## src/rtl/alu_pkg.sv

```systemverilog
// Shared op codes, FSM state encoding and op-class helpers for the execute-stage ALU/MDU.
package alu_pkg;

  typedef enum logic [4:0] {
    OP_ADD    = 5'd0,
    OP_SUB    = 5'd1,
    OP_AND    = 5'd2,
    OP_OR     = 5'd3,
    OP_XOR    = 5'd4,
    OP_SLT    = 5'd5,
    OP_SLTU   = 5'd6,
    OP_SLL    = 5'd7,
    OP_SRL    = 5'd8,
    OP_SRA    = 5'd9,
    OP_MUL    = 5'd10,
    OP_MULH   = 5'd11,
    OP_MULHSU = 5'd12,
    OP_MULHU  = 5'd13,
    OP_DIV    = 5'd14,
    OP_DIVU   = 5'd15,
    OP_REM    = 5'd16,
    OP_REMU   = 5'd17
  } alu_op_e;

  typedef enum logic [1:0] {
    ST_IDLE = 2'd0,
    ST_BUSY = 2'd1,
    ST_DONE = 2'd2
  } alu_state_e;

  function automatic logic is_muldiv(input logic [4:0] op);
    return (op >= OP_MUL) && (op <= OP_REMU);
  endfunction

  function automatic logic is_div(input logic [4:0] op);
    return (op >= OP_DIV) && (op <= OP_REMU);
  endfunction

  function automatic logic is_signed_a(input logic [4:0] op);
    return (op == OP_MULH) || (op == OP_MULHSU) || (op == OP_DIV) || (op == OP_REM);
  endfunction

  function automatic logic is_signed_b(input logic [4:0] op);
    return (op == OP_MULH) || (op == OP_DIV) || (op == OP_REM);
  endfunction

endpackage

```

## src/rtl/alu_mdu_seq_muldiv.sv

```systemverilog
// Iterative multiply/divide engine: shift-add multiply and restoring divide on operand
// magnitudes, one bit per cycle, with the sign fixup folded into the final step.
module muldiv_iter
  import alu_pkg::*;
#(
  parameter int XLEN = 32
) (
  input  logic            clk,
  input  logic            reset_n,
  input  logic            flush,
  input  logic            start,
  input  logic [4:0]      op,
  input  logic [XLEN-1:0] a,
  input  logic [XLEN-1:0] b,
  output logic            done,
  output logic [XLEN-1:0] result
);

  localparam int CNT_W = $clog2(XLEN);
  localparam logic [XLEN-1:0]   ONE_X  = {{(XLEN-1){1'b0}}, 1'b1};
  localparam logic [2*XLEN-1:0] ONE_2X = {{(2*XLEN-1){1'b0}}, 1'b1};

  logic                busy_r;
  logic [CNT_W-1:0]    cnt_r;
  logic [2*XLEN-1:0]   acc_r;
  logic [XLEN-1:0]     dvs_r;
  logic [4:0]          op_r;
  logic                neg_res_r;
  logic                neg_rem_r;

  logic                a_neg_s, b_neg_s;
  logic [XLEN-1:0]     a_mag_s, b_mag_s;
  logic [XLEN:0]       rem_sh_s;
  logic                ge_s;
  logic [XLEN-1:0]     diff_s;
  logic [XLEN:0]       sum_s;
  logic [2*XLEN-1:0]   next_s;
  logic [2*XLEN-1:0]   prod_s;
  logic [XLEN-1:0]     q_s, r_s;

  // operand magnitudes and one iteration step (multiply or divide)
  always_comb begin
    a_neg_s  = is_signed_a(op) & a[XLEN-1];
    b_neg_s  = is_signed_b(op) & b[XLEN-1];
    a_mag_s  = a_neg_s ? ((~a) + ONE_X) : a;
    b_mag_s  = b_neg_s ? ((~b) + ONE_X) : b;
    rem_sh_s = acc_r[2*XLEN-1:XLEN-1];
    ge_s     = (rem_sh_s >= {1'b0, dvs_r});
    diff_s   = rem_sh_s[XLEN-1:0] - dvs_r;
    sum_s    = {1'b0, acc_r[2*XLEN-1:XLEN]} + {1'b0, (acc_r[0] ? dvs_r : {XLEN{1'b0}})};
    if (is_div(op_r)) begin
      next_s = {(ge_s ? diff_s : rem_sh_s[XLEN-1:0]), acc_r[XLEN-2:0], ge_s};
    end else begin
      next_s = {sum_s, acc_r[XLEN-1:1]};
    end
  end

  // sign fixup applied to the post-step value so the last step yields the final result
  always_comb begin
    prod_s = neg_res_r ? ((~next_s) + ONE_2X) : next_s;
    q_s    = neg_res_r ? ((~next_s[XLEN-1:0]) + ONE_X) : next_s[XLEN-1:0];
    r_s    = neg_rem_r ? ((~next_s[2*XLEN-1:XLEN]) + ONE_X) : next_s[2*XLEN-1:XLEN];
    case (op_r)
      OP_MUL:                       result = prod_s[XLEN-1:0];
      OP_MULH, OP_MULHSU, OP_MULHU: result = prod_s[2*XLEN-1:XLEN];
      OP_DIV, OP_DIVU:              result = q_s;
      OP_REM, OP_REMU:              result = r_s;
      default:                      result = {XLEN{1'b0}};
    endcase
  end

  assign done = busy_r && (cnt_r == CNT_W'(XLEN-1));

  // iteration counter and accumulator
  always_ff @(posedge clk or negedge reset_n) begin
    if (!reset_n) begin
      busy_r    <= 1'b0;
      cnt_r     <= {CNT_W{1'b0}};
      acc_r     <= {(2*XLEN){1'b0}};
      dvs_r     <= {XLEN{1'b0}};
      op_r      <= 5'd0;
      neg_res_r <= 1'b0;
      neg_rem_r <= 1'b0;
    end else if (flush) begin
      busy_r <= 1'b0;
      cnt_r  <= {CNT_W{1'b0}};
      acc_r  <= {(2*XLEN){1'b0}};
    end else if (start) begin
      busy_r    <= 1'b1;
      cnt_r     <= {CNT_W{1'b0}};
      acc_r     <= {{XLEN{1'b0}}, a_mag_s};
      dvs_r     <= b_mag_s;
      op_r      <= op;
      neg_res_r <= a_neg_s ^ b_neg_s;
      neg_rem_r <= a_neg_s;
    end else if (busy_r) begin
      acc_r <= next_s;
      if (done) begin
        busy_r <= 1'b0;
        cnt_r  <= {CNT_W{1'b0}};
      end else begin
        cnt_r <= cnt_r + {{(CNT_W-1){1'b0}}, 1'b1};
      end
    end else begin
      busy_r <= 1'b0;
    end
  end

endmodule

```

## src/rtl/alu_mdu_seq.sv

```systemverilog
// Execute-stage ALU with iterative M-extension multiply/divide behind valid/ready handshakes.
module alu_mdu_seq
  import alu_pkg::*;
#(
  parameter int XLEN    = 32,
  parameter int SHAMT_W = $clog2(XLEN)
) (
  input  logic            clk,
  input  logic            reset_n,
  input  logic            in_valid,
  output logic            in_ready,
  input  logic [4:0]      op,
  input  logic [XLEN-1:0] a,
  input  logic [XLEN-1:0] b,
  input  logic            flush,
  output logic            out_valid,
  input  logic            out_ready,
  output logic [XLEN-1:0] y,
  output logic            zero
);

  localparam logic [1:0] IDLE = ST_IDLE;
  localparam logic [1:0] BUSY = ST_BUSY;
  localparam logic [1:0] DONE = ST_DONE;
  localparam logic [XLEN-1:0] MIN_NEG  = {1'b1, {(XLEN-1){1'b0}}};
  localparam logic [XLEN-1:0] ALL_ONES = {XLEN{1'b1}};

  logic [1:0]         state_r;
  logic [XLEN-1:0]    y_r;
  logic               zero_r;
  logic [XLEN-1:0]    res_s;
  logic [SHAMT_W-1:0] shamt_s;
  logic               div0_s, ovf_s, special_s;
  logic               accept_s, start_s;
  logic               md_done_s;
  logic [XLEN-1:0]    md_result_s;

  assign in_ready  = (state_r == IDLE);
  assign out_valid = (state_r == DONE);
  assign y         = y_r;
  assign zero      = zero_r;
  assign shamt_s   = b[SHAMT_W-1:0];
  assign accept_s  = in_valid && in_ready && !flush;
  assign start_s   = accept_s && is_muldiv(op) && !special_s;

  // single-cycle results, including the divide corner cases that bypass iteration
  always_comb begin
    div0_s    = (b == {XLEN{1'b0}});
    ovf_s     = (a == MIN_NEG) && (b == ALL_ONES);
    special_s = (div0_s && is_div(op)) || (ovf_s && ((op == OP_DIV) || (op == OP_REM)));
    case (op)
      OP_ADD:  res_s = a + b;
      OP_SUB:  res_s = a - b;
      OP_AND:  res_s = a & b;
      OP_OR:   res_s = a | b;
      OP_XOR:  res_s = a ^ b;
      OP_SLT:  res_s = {{(XLEN-1){1'b0}}, ($signed(a) < $signed(b))};
      OP_SLTU: res_s = {{(XLEN-1){1'b0}}, (a < b)};
      OP_SLL:  res_s = a << shamt_s;
      OP_SRL:  res_s = a >> shamt_s;
      OP_SRA:  res_s = $unsigned($signed(a) >>> shamt_s);
      OP_DIV:  res_s = div0_s ? ALL_ONES : (ovf_s ? a : {XLEN{1'b0}});
      OP_DIVU: res_s = div0_s ? ALL_ONES : {XLEN{1'b0}};
      OP_REM:  res_s = div0_s ? a : {XLEN{1'b0}};
      OP_REMU: res_s = div0_s ? a : {XLEN{1'b0}};
      default: res_s = {XLEN{1'b0}};
    endcase
  end

  muldiv_iter #(.XLEN(XLEN)) u_muldiv (
    .clk     (clk),
    .reset_n (reset_n),
    .flush   (flush),
    .start   (start_s),
    .op      (op),
    .a       (a),
    .b       (b),
    .done    (md_done_s),
    .result  (md_result_s)
  );

  // FSM, result capture and hold until the consumer takes it
  always_ff @(posedge clk or negedge reset_n) begin
    if (!reset_n) begin
      state_r <= IDLE;
      y_r     <= {XLEN{1'b0}};
      zero_r  <= 1'b0;
    end else if (flush) begin
      state_r <= IDLE;
    end else begin
      case (state_r)
        IDLE: begin
          if (accept_s && start_s) begin
            state_r <= BUSY;
          end else if (accept_s) begin
            state_r <= DONE;
            y_r     <= res_s;
            zero_r  <= (res_s == {XLEN{1'b0}});
          end else begin
            state_r <= IDLE;
          end
        end
        BUSY: begin
          if (md_done_s) begin
            state_r <= DONE;
            y_r     <= md_result_s;
            zero_r  <= (md_result_s == {XLEN{1'b0}});
          end else begin
            state_r <= BUSY;
          end
        end
        DONE: begin
          if (out_ready) begin
            state_r <= IDLE;
          end else begin
            state_r <= DONE;
          end
        end
        default: state_r <= IDLE;
      endcase
    end
  end

endmodule

```

## config.mk

```make
export PLATFORM = sky130hd
export DESIGN_NAME = alu_mdu_seq
export DESIGN_NICKNAME = d
export VERILOG_FILES = /design/src/rtl/alu_pkg.sv /design/src/rtl/alu_mdu_seq_muldiv.sv /design/src/rtl/alu_mdu_seq.sv
export SDC_FILE = /design/constraint.sdc
export NUM_CORES = 1
export LEC_CHECK = 0
export CAP_MARGIN = 10
export CORE_ASPECT_RATIO = 1.2
export CORE_MARGIN = 2
export CORE_UTILIZATION = 30
export DETAILED_ROUTE_END_ITERATION = 10
export PLACE_DENSITY = 0.49
export RECOVER_POWER = 100
export SYNTH_ARGS = -nofsm -noshare
export SYNTH_HDL_FRONTEND = slang
export SYNTH_HIERARCHICAL = 1
export SYNTH_SLANG_ARGS = --single-unit
```

## constraint.sdc

```tcl
create_clock -name clk -period 9.2 [get_ports clk]
set_input_delay 0.92 -clock clk [delete_from_list [all_inputs] [get_ports clk]]
set_output_delay 0.92 -clock clk [all_outputs]
set_load 0.03 [all_outputs]
```

==> flow_summary.yaml <==
synthesis:
  postSynth.asyncResetShare_pct: 100.0
  synth-main-ff-cell: "dfrtp_1"
  synth_seq_cells: 144
  syn_nets: 3921
  syn_avg_cell_area_um2: 7.328
  ys_warn_count: 6
  synth_edf_count: 0
  yosysMostFrequentCell: "nand2_1"
  syn-instance-count: 3661
  netlist_area_mm2: 0.02683
  synth_seq_area_share_pct: 13.43
  synth_area_leader_cell: "dfrtp_1"
  yosysTopAreaCellShare_pct: 13.43
  synth_top_cells_by_count: "nand2_1, nor2_1, a21oi_1, o21ai_0, clkbuf_1"
  synthTopCellsByArea: "dfrtp_1, ha_1, mux4_2"
  synth.distinct_cells: 98
global_routing:
  grt_max_degree: 84
  grt_usage_pct: 30.15
  grt-ovfl-total: 0
  gr-usage-met3_pct: 2.972
  met1_usage_pct: 35.56
  antenna_found_initial: 5
  grt_util_met2_pct: 52.02
  grt_pass1_wl_um: 207800
  grt_busiest_layer: "met2"
  grt_pass1_vias: 29930
worst_setup_path:
  required_ns: 9.54
  cp.arrival_ns: 7.97
  cp-start-kind: "register"
  cp_max_fo: 29
  end_kind: "register"
  crit_type: "register to register"
cts:
  clkTransAtPathRegs_ns: 0.07
  clk_latency_ns: 0.46
  post-cts-setup-buffers: 0
  post_cts_resized: 0
  cts_tree: "built"
  clockBufferDepth: 2
  htreeDepth: 4
  cts.sinks: 144
  hold_buffers: 0
  cts_buffers: 17
  root_buffer: "clkbuf_16"
sta:
  setup_tns_ns: 0
  maxSlewViolCount: 293
  period_share_pct: 82.92
  timing.fmax_mhz: 131.1
  worst_pin_slew_ns: 4.852
  rsz0062_at_grt: "no"
  finalHoldViolCount: 0
  relSlewSlack_pct: -223.4
  period_minus_slack_ns: 7.629
  finClkSkew_ns: 0.01684
  setup_viol: 0
power_and_ir_drop:
  pwr-share-clk_pct: 17.5
  powerDensity_mw_per_mm2: 146.3
  peakVddDrop_mv: 0.1541
  switching_power_w: 0.002253
  swShare_pct: 52.15
  power.leakage_nw: 12.06
  pwr-share-comb_pct: 63.5
  seqPwrFrac_pct: 19.0
  intPower_w: 0.002067
drt:
  viasPerCell: 6.396
  firstDrtPassIters: 8
  drc_errors: 0
  drtAntennaViolNets: 0
  route.vias.total: 30550
  dr.first_iter.drc_count: 3242
  wire_per_inst_um: 29.92
  wl_um: 142900
finish:
  finalNonFillerCells: 4776
  area_growth_pct: 10.08
  nNetsFinal: 3864
  stdcell_area_mm2: 0.02953
  post_route_cells_drive_above_1_share_pct: 8.545
placement:
  gp_congestion: 1.045
  dp_hpwl_um: 108800
  port_buffers: 108
  place_area_mm2: 0.02898
  dp.cells: 4743
status:
  violations: "max-capacitance violations, max-slew violations"
  status: "complete, but fails checks"
floorplanning:
  die_area_mm2: 0.09184
  rows: 120
  initial_core_util_pct: 30.18
  fp.dieW_um: 277.0
  ios: 109
  fp.dieH_um: 331.6
  coreArea_mm2: 0.08889
run:
  max_cap_viol_count: 5
worst_hold_path:
  worstHoldPathType: "register to register"
==> worst max-delay path, stage by stage (launching register included) <==
cell and delay, ns:
dfrtp_1 0.32, clkbuf_1 0.85, nor4b_1 0.36, clkbuf_1 0.63
or2_2 0.53, buf_4 0.37, a31oi_1 0.27, inv_1 0.19
ha_1 0.21, inv_1 0.05, a31oi_1 0.13, nand4_1 0.19
or3b_1 0.52, nand3b_1 0.21, nor2_1 0.14, nand3_1 0.53
o21a_1 0.41, or4_1 0.52, and3_1 0.19, o21ai_0 0.31
nor4_1 0.11, nand4_1 0.12, nor4_1 0.07, a21oi_1 0.16
o31ai_1 0.09
==> layout make-up <==
| type | count | area (um2) |
|---|---|---|
| multi-input cells | 3057 | 21440 |
| flip-flops and latches | 144 | 3605 |
| inverters | 179 | 671.9 |
| clock inverters | 14 | 178.9 |
| fillers | 9696 | 59350 |
| repair buffers | 205 | 1757 |
| well taps | 1159 | 1450 |
| clock buffers | 17 | 425.4 |
| diodes | 1 | 2.502 |
==> final timing paths <==
path,startpoint,end,slack (ns),depth (start not counted)
setup / recovery,u_muldiv/op_r[4],zero,1.57,24
hold / removal,y[14],y[14],0.47,2
setup reg to reg,u_muldiv/op_r[4],zero,1.57,24
hold reg to reg,y[14],y[14],0.47,2
max in group asynchronous,reset_n,u_muldiv/acc_r[57],3.41,2
min in group asynchronous,reset_n,u_muldiv/acc_r[3],2.19,1
==> power groups by stage <==
| stage | Combinational [W] | Clock [W] | Sequential, W |
|---|---|---|---|
| after global routing | 0.00293 | 0.000792 | 0.000834 |
| after CTS | 0.00270 | 0.000772 | 0.000820 |
| after floorplan | 0.00174 | 0 | 0.000847 |
| after global placement | 0.00270 | 0 | 0.000829 |
| final | 0.00274 | 0.000754 | 0.000822 |
| after detailed placement | 0.00269 | 0 | 0.000833 |
==> registers in the layout (all words and copies together) (netlist names) <==
| name | count |
|---|---|
| u_muldiv/busy_r | 1 |
| state_r | 2 |
| y | 32 |
| zero | 1 |
| u_muldiv/dvs_r | 32 |
| u_muldiv/op_r | 5 |
| u_muldiv/cnt_r | 5 |
| u_muldiv/neg_res_r | 1 |
| u_muldiv/acc_r | 64 |
| u_muldiv/neg_rem_r | 1 |
==> cells in the final DEF, fill, tap and decap left out, types with 43 or more instances in the layout <==
cell,n
nand2_1,364
nor2_1,320
a21oi_1,265
o21ai_0,259
ha_1,182
inv_1,176
dfrtp_1,143
mux2i_1,103
xnor2_1,96
buf_4,93
nand3_1,92
xor2_1,87
nor3_1,82
a211oi_1,82
o221ai_1,72
clkdlybuf4s50_1,65
mux4_2,62
nor4_1,51
and2_1,50
o31ai_1,49
mux2_2,48
o211ai_1,48
nand2b_1,47
a21o_1,46
a221oi_1,43
==> through the flow <==
step / hold WS (ns) / worst slack [ns] / util, % / total power, W
2_1_floorplan: 0.4639 / 3.866 / - / 0.002587
3_3_place_gp: 0.4612 / 2.429 / 32.61 / 0.003527
3_5_place_dp: 0.4692 / 2.329 / 32.61 / 0.003520
4_1_cts: 0.4849 / 2.307 / 33.29 / 0.004292
5_1_grt: 0.4998 / 1.026 / 33.22 / 0.004555
6_report: 0.4735 / 1.571 / 33.22 / 0.004321
==> logic make-up (layout without fill, tap and decap cells) <==
| group | after synthesis | in the layout | synth area share, % |
|---|---|---|---|
| AO/OA/AOI/OAI | 1215 | 1215 | 30.83 |
| buffers and inverters | 460 | 415 | 6.861 |
| flip-flops | 144 | 144 | 13.43 |
| multiplexers | 213 | 213 | 11.06 |
| AND/OR/NAND/NOR | 1260 | 1260 | 23.05 |
| adder cells (fa/ha/maj) | 186 | 186 | 8.787 |
| other | 0 | 1 | 0 |
| XOR/XNOR | 183 | 183 | 5.975 |
==> layer usage <==
layer	share of wire, %	up-vias
met3	6.4	453
li1	-	13620
met2	48	1567
met1	38	14910
met5	0	-
met4	7.6	0
Note: power is estimated with default switching activity, not from simulation.
